===== src/rtl/single_multiply_v_s_lanes.sv =====
// single_multiply_v_s_lanes: vector-by-scalar IEEE-754 single multiply, LANES elements per cycle.
// Flush-to-zero, round-to-nearest-even, canonical quiet NaN, optional result negation.
module single_multiply_v_s_lanes #(
  parameter int WIDTH = 8,
  parameter int LANES = 2
) (
  input  logic        clk,
  input  logic        rstn,
  input  logic        start,
  input  logic [31:0] vector_a [WIDTH],
  input  logic [31:0] b,
  input  logic        negate,
  output logic        busy,
  output logic        done,
  output logic [31:0] vector_c [WIDTH]
);
  localparam int N  = (LANES > 0) ? WIDTH / LANES : 1;
  localparam int GW = (N > 1) ? $clog2(N) : 1;

  if (LANES < 1 || WIDTH < 1 || (WIDTH % LANES) != 0) begin : g_bad_params
    $error("WIDTH must be >= 1 and an exact multiple of LANES");
  end

  typedef enum logic {IDLE, RUN} state_t;

  state_t      state;
  logic [GW-1:0] grp;
  logic [31:0] a_r [WIDTH];
  logic [31:0] b_r;
  logic        neg_r;
  logic [31:0] prod [LANES];

  function automatic logic [31:0] fmul(input logic [31:0] x, input logic [31:0] y, input logic neg);
    logic s, xz, yz, xi, yi, xn, yn, g, st, up;
    logic [47:0] p;
    logic [22:0] m;
    logic [24:0] r;
    logic signed [9:0] e;
    s  = x[31] ^ y[31] ^ neg;
    xz = x[30:23] == 8'd0;
    yz = y[30:23] == 8'd0;
    xi = (&x[30:23]) && x[22:0] == 23'd0;
    yi = (&y[30:23]) && y[22:0] == 23'd0;
    xn = (&x[30:23]) && (|x[22:0]);
    yn = (&y[30:23]) && (|y[22:0]);
    p  = {24'd0, 1'b1, x[22:0]} * {24'd0, 1'b1, y[22:0]};
    m  = p[47] ? p[46:24] : p[45:23];
    g  = p[47] ? p[23] : p[22];
    st = p[47] ? (|p[22:0]) : (|p[21:0]);
    up = g & (st | m[0]);
    r  = {2'b01, m} + {24'd0, up};
    // a rounding carry out of the mantissa bumps the exponent once more
    e  = $signed({2'b00, x[30:23]}) + $signed({2'b00, y[30:23]}) - 10'sd127
       + $signed({9'd0, p[47]}) + $signed({9'd0, r[24]});
    if (xn || yn || (xi && yz) || (yi && xz)) fmul = 32'h7FC0_0000;
    else if (xi || yi)                        fmul = {s, 8'hFF, 23'd0};
    else if (xz || yz)                        fmul = {s, 31'd0};
    else if (e >= 10'sd255)                   fmul = {s, 8'hFF, 23'd0};
    else if (e <= 10'sd0)                     fmul = {s, 31'd0};
    else                                      fmul = {s, e[7:0], r[24] ? r[23:1] : r[22:0]};
  endfunction

  always_comb
    for (int l = 0; l < LANES; l++)
      prod[l] = fmul(a_r[int'(grp) * LANES + l], b_r, neg_r);

  assign busy = state == RUN;

  always_ff @(posedge clk or negedge rstn)
    if (!rstn) begin
      state    <= IDLE;
      grp      <= '0;
      a_r      <= '{default: '0};
      b_r      <= '0;
      neg_r    <= 1'b0;
      vector_c <= '{default: '0};
      done     <= 1'b0;
    end else begin
      done <= 1'b0;
      case (state)
        IDLE: if (start) begin
          a_r   <= vector_a;
          b_r   <= b;
          neg_r <= negate;
          grp   <= '0;
          state <= RUN;
        end
        RUN: begin
          for (int l = 0; l < LANES; l++)
            vector_c[int'(grp) * LANES + l] <= prod[l];
          grp <= grp + 1'b1;
          if (grp == GW'(N - 1)) begin
            state <= IDLE;
            done  <= 1'b1;
          end
        end
        default: state <= IDLE;
      endcase
    end
endmodule


===== config.mk =====
export PLATFORM = sky130hd
export DESIGN_NAME = single_multiply_v_s_lanes
export DESIGN_NICKNAME = d
export VERILOG_FILES = /design/src/rtl/single_multiply_v_s_lanes.sv
export SDC_FILE = /design/constraint.sdc
export NUM_CORES = 2
export LEC_CHECK = 0
export ABC_AREA = 1
export CAP_MARGIN = 20
export CORE_ASPECT_RATIO = 0.9
export CORE_MARGIN = 2
export CORE_UTILIZATION = 48
export CTS_CLUSTER_DIAMETER = 100
export DETAILED_ROUTE_END_ITERATION = 6
export GPL_TIMING_DRIVEN = 0
export PLACE_DENSITY_LB_ADDON = 0.05
export SLEW_MARGIN = 0
export SYNTH_ARGS = -nofsm -noshare
export SYNTH_HDL_FRONTEND = slang
export SYNTH_SLANG_ARGS = --single-unit

===== constraint.sdc =====
create_clock -name clk -period 16.7 [get_ports clk]
set_input_delay 2.505 -clock clk [delete_from_list [all_inputs] [get_ports clk]]
set_output_delay 2.505 -clock clk [all_outputs]
set_load 0.05 [all_outputs]

==> flow_summary.ini <==
[run_status]
outcome = complete, but fails checks
violations = design-rule violations

[cells_and_area]
post_route_cells_drive_above_1_share_pct = 7.45
layout.nets = 10300
area_overhead_of_the_layout_relative_to_synthesis_pct = 15.8

[timing]
timing.final.crit_period_ns = 14.18
timing.clock.skew_ns = 0.0429
grt_setup_unrepaired = false
period_share_pct = 84.9
timing.final.hold_violations = 0
relSlewSlack_pct = 12.4
final_critical_path_setup_slack_ns = 2.52
worst-slew-pin-transition_ns = 1.31
fmax_mhz = 70.5
finalMaxSlewViolations = 0
timing.final.setup_violations = 0

[cts]
quantity_of_gates_resized_following_cts = 0
clock_latency_at_the_later_pin_of_the_worst_skew_pair_ns = 0.67
cts_num_sinks = 549
cts_tree = done
ctsLongestPathBuffers = 3
cts_setup_buffers = 0
clk_root_buffer_cell = sky130_fd_sc_hd__clkbuf_16
clock_tree.htree_level_count = 2
cts_made_buffers = 59
number_of_hold_buffers_added_after_cts = 0
cts.reportedPaths.clkPinSlew_ns = 0.07

[worst_setup_path]
critPathSlowestCell = sky130_fd_sc_hd__nor3b_1
timing.critical_path.mode_cell = sky130_fd_sc_hd__nand2_1
arrival_ns = 14.76
worst-endpoint-required_ns = 17.28
worstPathBufferInverterCount = 17
cp-start-kind = flip-flop
rr_worst_depth = 61
slowest_delay_ns = 0.74
setup_slack_of_the_worst_register_to_register_path_ns = 2.52
path_delay_family = adder cells
worstReg2RegEnd = vector_c[179]
worst-path-max-fanout = 10
critical_path.reg2reg.startpoint = grp[0]
critical_path.endpoint_type = flip-flop
worstSetupPathType = flip-flop to flip-flop

[synth]
yosys_register_bits = 549
synth_area_per_cell_sq_um = 8.15
synthFlopType = sky130_fd_sc_hd__dfrtp_1
syn-instance-count = 8068
count_of_different_cell_masters_after_synthesis = 60
post_synth_most_frequent_cells = sky130_fd_sc_hd__nand2_1 (1861), sky130_fd_sc_hd__inv_1 (1621), sky130_fd_sc_hd__fa_1 (968)
synth.yosys.seq_area_share_pct = 20.9
synth-edff-count = 0
mappedNetlistNets = 9709
yosys.area.top_type_share_pct = 29.5
synthArstFlopShare_pct = 100
synth_warnings = 0
yosys.cell_count.top_type = sky130_fd_sc_hd__nand2_1
post_synth_instance_area_sq_um = 65700
synth_top_cells_by_area = sky130_fd_sc_hd__fa_1 (29%), sky130_fd_sc_hd__dfrtp_1 (21%), sky130_fd_sc_hd__nand2_1 (11%), sky130_fd_sc_hd__inv_1 (9.3%), sky130_fd_sc_hd__ha_1 (7.3%)
netlist.top_cell.by_area = sky130_fd_sc_hd__fa_1

[global_route]
grtUsageTotal_pct = 39.5
first_global_vias = 58500
grt_first_pass_wirelength_um = 401000
initial_antenna_violation_count = 67
grt_max_degree = 114
overflow_left_after_global_routing = 0

[placement]
global_placement_routability_congestion = 1.01
portBuffers = 549
preCtsSetupSlack_ns = 2.25
dpl.hpwl_um = 233000

[die]
boundaryPins = 550
x_dimension_of_the_die_um = 394
fp-row-count = 128
floorplan.die_area_sq_um = 140000
die_span_y_um = 355
coreArea_sq_um = 136000
effective_utilization_at_floorplan_pct = 48.5

[detailed_routing]
routed_wire_length_per_instance_um = 26.0
initialDrtViolationCount = 5390
vias_per_cell = 5.45
detail_route.first_pass.iterations = 7
route.vias.total = 57900
final_antenna_net_count = 0
drt_wl_total_um = 276000
drt_drc_violations_left = 6

[job]
maxCapViolations = 0

[worst_hold_path]
worst_hold_path_type = flip-flop to flip-flop
worst_hold_path.num_cells = 2
hold-path-endpoint = vector_c[42]
launch_point_of_the_worst_hold_path = vector_c[42]
-- kinds of logic (layout without fill, tap and decap cells) --
logic type                 Yosys count  in the layout  synth area share [%]
muxes                              260            260                  4.45
xor gates and xnor gates            80             80                  1.07
adders and majority gates         1349           1349                  36.7
buffers and inverters             2008           2687                  11.8
other                                0             53                     0
AOI/OAI and AO/OA                  423            423                  3.46
DFF                                549            549                  20.9
and+or+nand+nor                   3399           3399                  21.6
-- cell usage in the layout, fill, tap and decap left out, drive strengths merged, types with 260 or more instances in the layout --
cell and n:
nand2 1928, fa 968, inv 1648, ha 381, clkbuf 360, nand3 350
clkdlybuf4s50 548, nor2 935, dfrtp 549, mux2 260
-- worst min-delay path, cell delays in order, from the launching register on --
cell,delay (ns)
sky130_fd_sc_hd__dfrtp_1,0.34
sky130_fd_sc_hd__nand2_1,0.05
sky130_fd_sc_hd__nand2_1,0.05
-- per-stage QoR --
step / std cells / TNS, ns / hold slack, ns / utilization, % / instance area [sq um]
2_1_floorplan: 8068 / 0 / 0.474 / - / 65700
3_3_place_gp: 10400 / -6658.63 / 0.463 / 54.2 / 73500
3_5_place_dp: 10500 / 0 / 0.465 / 54.4 / 73800
4_1_cts: 10600 / 0 / 0.482 / 55.9 / 75900
5_1_grt: 10600 / 0 / 0.500 / 56.1 / 76100
6_report: 10600 / 0 / 0.480 / 56.1 / 76100
-- routing by layer --
metal,up-vias,wire length [um],GRT usage [%]
li1,25400,-,-
met1,29100,112000,52.7
met2,2801,121000,59.8
met3,570,29600,11.8
met4,32,13200,17.5
met5,-,194,0
-- worst max-delay path by stage --
stage	start	endpoint	slack, ns	cells past startpoint
after detailed placement	grp[0]	vector_c[111]	2.25	60
final	grp[0]	vector_c[179]	2.52	61
after global placement	rstn	vector_c[208]	-12.27	1
after global routing	grp[0]	vector_c[47]	1.71	61
after CTS	grp[0]	vector_c[111]	2.17	60
after floorplan	grp[0]	vector_c[111]	5.98	61
-- area by class of cell --
type,count,area [sq um]
fill,12900,59600
multi-input combinational,5511,44300
sequential,549,13700
inverter,1663,6240
timing repair buffer,569,5880
tap,1820,2280
clock buffer,89,1740
buffer,345,1480
clock inverter,21,322
antenna,53,133
-- registers in the layout (all words and copies together), names as in the netlist --
register / count
b_r: 32
vector_c: 256
neg_r: 1
a_r: 256
done: 1
busy: 1
grp: 2
Power is not shown: default switching activity piles up to over one toggle a cycle in this logic, so the estimate is an artifact.
